**src/rtl/iir_mc.sv**
```systemverilog
// Multi-channel first-order IIR: y = (state >> SHIFT) + (x << GAIN), one state per channel.
// Optional output saturation enabled by defining IIR_MC_SAT_EN (default build wraps).
module iir_mc #(
  parameter int XW    = 8,
  parameter int YW    = 10,
  parameter int CH    = 4,
  parameter int SHIFT = 1,
  parameter int GAIN  = 2,
  localparam int CHW  = (CH > 1) ? $clog2(CH) : 1
) (
  input  logic           clk,
  input  logic           reset,
  input  logic           in_valid,
  output logic           in_ready,
  input  logic [CHW-1:0] in_ch,
  input  logic [XW-1:0]  in_x,
  input  logic           in_clr,
  output logic           out_valid,
  input  logic           out_ready,
  output logic [CHW-1:0] out_ch,
  output logic [YW-1:0]  out_y
);

  if (YW < XW + GAIN || SHIFT < 1 || SHIFT > YW - 1 || CH < 1) begin : g_bad_params
    $error("iir_mc: illegal parameter combination");
  end

  logic [YW-1:0]  state_reg [CH];
  logic [CH-1:0]  wr_en;
  logic           out_valid_reg;
  logic [CHW-1:0] out_ch_reg;
  logic [YW-1:0]  out_y_reg;

  logic           accept;
  logic           ch_ok;
  logic           take;
  logic [YW-1:0]  prev;
  logic [YW-1:0]  result;

  assign in_ready = !out_valid_reg || out_ready;
  assign accept   = in_valid && in_ready;
  assign ch_ok    = 32'(in_ch) < CH;
  // Out-of-range channels are accepted (handshake unaffected) but otherwise dropped.
  assign take     = accept && ch_ok;

  always_comb begin
    prev = '0;
    for (int i = 0; i < CH; i++) begin
      if (in_ch == CHW'(i)) prev = state_reg[i];
    end
    if (in_clr) prev = '0;
  end

`ifdef IIR_MC_SAT_EN
  logic [YW:0] sum;
  assign sum    = ({1'b0, prev} >> SHIFT) + ((YW+1)'(in_x) << GAIN);
  assign result = sum[YW] ? {YW{1'b1}} : sum[YW-1:0];
`else
  logic [YW-1:0] sum;
  assign sum    = (prev >> SHIFT) + (YW'(in_x) << GAIN);
  assign result = sum;
`endif

  for (genvar gi = 0; gi < CH; gi++) begin : g_wr
    assign wr_en[gi] = take && (in_ch == CHW'(gi));
  end

  always_ff @(posedge clk or negedge reset) begin
    if (!reset) begin
      for (int i = 0; i < CH; i++) state_reg[i] <= '0;
    end else begin
      for (int i = 0; i < CH; i++) begin
        if (wr_en[i]) state_reg[i] <= result;
      end
    end
  end

  // Single output register: a new sample replaces the one being consumed in the same cycle.
  always_ff @(posedge clk or negedge reset) begin
    if (!reset) begin
      out_valid_reg <= 1'b0;
      out_ch_reg    <= '0;
      out_y_reg     <= '0;
    end else if (take) begin
      out_valid_reg <= 1'b1;
      out_ch_reg    <= in_ch;
      out_y_reg     <= result;
    end else if (out_ready) begin
      out_valid_reg <= 1'b0;
    end
  end

  assign out_valid = out_valid_reg;
  assign out_ch    = out_ch_reg;
  assign out_y     = out_y_reg;

endmodule

```
**config.mk**
```make
export PLATFORM = sky130hd
export DESIGN_NAME = iir_mc
export DESIGN_NICKNAME = d
export VERILOG_FILES = /design/src/rtl/iir_mc.sv
export SDC_FILE = /design/constraint.sdc
export NUM_CORES = 1
export LEC_CHECK = 0
export BUFFER_PORTS_ARGS = -buffer_cell sky130_fd_sc_hd__buf_2
export CAP_MARGIN = 20
export CORE_ASPECT_RATIO = 1.75
export CORE_UTILIZATION = 30
export CTS_CLUSTER_SIZE = 8
export DETAILED_ROUTE_END_ITERATION = 16
export GPL_ROUTABILITY_DRIVEN = 0
export PLACE_DENSITY = 0.46
export RECOVER_POWER = 50
export SETUP_SLACK_MARGIN = 0.15
export SYNTH_ARGS = -nofsm -noshare
export SYNTH_HDL_FRONTEND = slang
export SYNTH_SLANG_ARGS = --single-unit
```
**constraint.sdc**
```tcl
create_clock -name clk -period 4 [get_ports clk]
set_input_delay 0.8 -clock clk [delete_from_list [all_inputs] [get_ports clk]]
set_output_delay 0.8 -clock clk [all_outputs]
set_load 0.03 [all_outputs]
```
# After elaboration in Yosys (flattened, before gate mapping)
# Index checks and enable logic that the tools add are counted.
# op_classes
reduce_logical	9
eq_ne	3
n_addsub	1
muxes	7
# op_table
cell	count
$mux 10	5
$add 9x10->10	1
$logic_and 1x1->1	5
$eq 2x2->1 const B	2
$eq 2x1->1 const B	1
$logic_not 2->1	1
$mux 1	2
$reduce_bool 2->1	1
$logic_not 1->1	1
$logic_or 1x1->1	1
# totals
input_bits	15
elab_cells	27
regBits	53

# Logic depth before layout (Yosys ltp)
# depth
word_depth	7
depth_mapped	11
depth_no_buf	9

# Least setup slack after synthesis
# Ideal clock, no wire load.
# synth_path
kind	input to register
startpoint	in in_ch[0]
endpoint	reg state_reg[38] in the netlist's numbering
setup_slack_ns	0.818
setup_ns	0.125
arrival_time_ns	3.057
n_path_buf	2
cell_stages	11
path_cell_list	buf_6 > buf_6 > mux4_2 > nor2b_1 > ha_1 > inv_1 > fa_1 > nor2b_4 > o311ai_0 > o311ai_2 > mux2_2
# synth_via
elab_chain_cells	7
elab_cells_between_ends	11
cone_classes	add/sub (1); eq/ne (3); mux (5); reduce/logical (2)
# synth_rtl
element	line_no	rtl
start, declared	15	input logic [CHW-1:0] in_ch,
$logic_not 2->1	49, 65	
$mux 10 (4 in series)	49	if (in_ch == CHW'(i)) prev = state_reg[i];
$mux 10	51	if (in_clr) prev = '0;
$add 9x10->10	60	assign sum = (prev >> SHIFT) + (YW'(in_x) << GAIN);
end signal, assigned by index	73	if (wr_en[i]) state_reg[i] <= result;
end, declared	28	logic [YW-1:0] state_reg [CH];
# Parallel ways exist; a longest one is shown, timed or not.
# A chain may end at the register's enable or synchronous reset.

# Worst setup path after layout
# layout_path
startpoint	in in_ch[0]
endpoint	reg state_reg[8] in the netlist's numbering
# layout_via
elab_chain_cells	7
elab_cells_between_ends	11
cone_classes	add/sub (1); eq/ne (3); mux (5); reduce/logical (2)
# layout_rtl
element	line_no
$logic_not 2->1	49
$mux 10 (4 in series)	49
$mux 10	51
$add 9x10->10	60
# Parallel ways exist; a longest one is shown, timed or not.

==> results_dict.tcl <==
set metrics [dict create \
    cts_hold_buf 0 \
    status "complete, but fails checks" \
    synthArstFlopShare 1.000 \
    first_iter_violations 57 \
    numCtsBuffers 5 \
    fin_cells 302 \
    num_io_pins 29 \
    rsz0062_at_grt "no" \
    post-route-period-util 0.8361 \
    cpPeakStageDelay_ns 0.57 \
    largest_reg_flops 36 \
    drive_above_1_share 0.3868 \
    nFillCells 814 \
    start_util 0.3122 \
    endpoint_kind "register" \
    vias_per_cell 5.185 \
    cp_top_family "multiplexers" \
    worstHoldPathType "reg -> reg" \
    worstSetupStartpointType "input port" \
    ys_types 40 \
    antenna_found_initial 0 \
    hold_ws_ns 0.4793 \
    synth.most_common_cell "dfrtp_1" \
    synth_fp_nets 208 \
    syn_inst 185 \
    slew_headroom -0.4055 \
    hpwlAfterDp_um 3794 \
    yosys_warnings 0 \
    tightestPinTransition_ns 2.108 \
    setup_viol_count_final 0 \
    cts.repair.resized 0 \
    synth_top_area_cell "dfrtp_1" \
    post_cts_buffers 0 \
    areaGrowthSynthToFinish_pct 14.90 \
    power_per_cell_area_mw_per_mm2 712.4 \
    rows 43 \
    arrival_ns 3.52 \
    wl_per_cell_um 17.74 \
    syn_area_per_cell_um2 13.53 \
    crit_fanout 16 \
    crit_chain "buf_2 -> mux4_2 -> nor2b_1 -> ha_1 -> inv_1 -> fa_1 -> nor2b_4 -> o311ai_0 -> o311ai_2 -> mux2_2" \
    synth-edff-count 0 \
    dr.pass1.iters 10 \
    synthTopCellsByArea "dfrtp_1 49%, mux2_2 16%, mux4_2 7.2%, ha_1 3.5%, nor2b_1 2.0%" \
    p_leak_nw 1.246 \
    dp_cells 294 \
    num_vias 1566 \
    totalWireLength_um 5357 \
    grt_max_degree 39 \
    ant_nets 0 \
    cts_root_buffer "clkbuf_16" \
    synth_top_cells_by_count "49 x dfrtp_1, 36 x mux2_2, 10 x o21ai_0" \
    yosys.area.top_type_share 0.4900 \
    clk_latency_ns 0.29 \
    fin_tns_setup_ns 0 \
    grt_pass1_vias 1690 \
    crit_type "in -> reg" \
    worst_path_max_delay_cell "mux4_2" \
    cap_violations 1 \
    clockBufferDepth 2 \
    io_buffers 28 \
    clock_sinks 49 \
    die_y_um 122.8 \
    overflow 0 \
    fin_crit_ns 3.344 \
    grtUsageTotal 0.1396 \
    n_antenna_cell 0 \
    ys_ff_latch 49 \
    clk_pin_slew_ns 0.07 \
    layout.nets 234 \
    required_ns 4.18 \
    finalMaxSlewViolations 39 \
    finClkSkew_ns 0.008939 \
    violations "DRC, capacitance limit, slew limit" \
    critPathBufInv 2 \
    max_clock_freq_mhz 299.0 \
    syn-cell-area_mm2 0.002502 \
    fp.dieArea_mm2 0.008725 \
    synth_seq_area_share 0.4900 \
    cts_tree "yes" \
    drc 2 \
    vdd_ir_drop_max_uv 217.2 \
    coreArea_mm2 0.008016 \
    grt_pass1_wl_um 9080 \
    hold_viol_final 0 \
    htree_levels 2 \
    synthFlopType "dfrtp_1" \
    die_w_um 71.04 \
]
-- worst paths after layout --
check	startpoint	endpoint	slack, ns	depth (start not counted)
setup / recovery	in_ch[0]	state_reg[8]	0.66	10
hold / removal	out_y[4]	out_y[4]	0.48	2
setup reg to reg	state_reg[3]	state_reg[8]	1.29	9
hold reg to reg	out_y[4]	out_y[4]	0.48	2
max in group asynchronous	reset	state_reg[17]	1.46	2
min in group asynchronous	reset	out_y[0]	1.11	1
-- layer usage --
layer | part of all wire | vias to the layer above | global-route usage
met5 | 0 | - | 0
met4 | 0.016 | 0 | 0.05625
met3 | 0.024 | 6 | 0.02463
met2 | 0.55 | 21 | 0.2482
met1 | 0.41 | 810 | 0.1651
li1 | - | 729 | -
-- cell type report --
cell class | count | area, um2 | share of cell area
flip-flops and latches | 49 | 1226 | 0.4265
clock buffers | 5 | 125.1 | 0.04352
multi-input cells | 122 | 1196 | 0.4160
repair buffers | 29 | 135.1 | 0.04700
inverters | 4 | 15.01 | 0.005222
well taps | 90 | 112.6 | 0.03916
clock inverters | 3 | 65.06 | 0.02263
-- through the flow --
stage | utilization | worst slack, ns | area [um2] | power, W
2_1_floorplan | - | 0.8179 | 2502 | 0.001345
4_1_cts | 0.3602 | 0.5860 | 2888 | 0.002091
3_5_place_dp | 0.3365 | 0.2800 | 2698 | 0.001542
5_1_grt | 0.3587 | 0.4282 | 2875 | 0.002192
3_3_place_gp | 0.3365 | 0.2927 | 2698 | 0.001534
6_report | 0.3587 | 0.6556 | 2875 | 0.002048
-- tightest hold or removal path, stage by stage, from the launching register on --
cell and delay [ns]:
dfrtp_1 0.34, nand2_1 0.04, o21ai_0 0.06
-- power breakdown --
part	leakage [nW]	switching (W)	total (W)	internal (W)
clock network	0.0938	0.000184	0.000541	0.000357
registers	0.589	0.0000949	0.000801	0.000706
logic	0.563	0.000369	0.000706	0.000337
total	1.25	0.000648	0.00205	0.00140
-- logic make-up after synthesis --
| family | Yosys count | synth area share |
|---|---|---|
| flip-flops | 49 | 0.4900 |
| buffers and inverters | 14 | 0.03200 |
| multiplexers | 48 | 0.2505 |
| AO/OA/AOI/OAI | 32 | 0.09701 |
| XOR/XNOR | 3 | 0.01050 |
| AND/OR/NAND/NOR | 31 | 0.07701 |
| adder cells (fa/ha/maj) | 8 | 0.04300 |
-- cell usage in the layout (no fill, tap or decap), types with 3 or more instances in the layout --
cell type and n:
clkbuf_16 5, mux2i_1 3, a21oi_1 4, nor2_1 4, clkbuf_1 8, inv_1 4, a211oi_1 3, ha_1 7
o21ai_0 10, dfrtp_1 49, mux4_2 8, buf_2 21, nand2_1 9, nor2b_1 8, mux2_2 36
(Power assumes the default switching activity.)
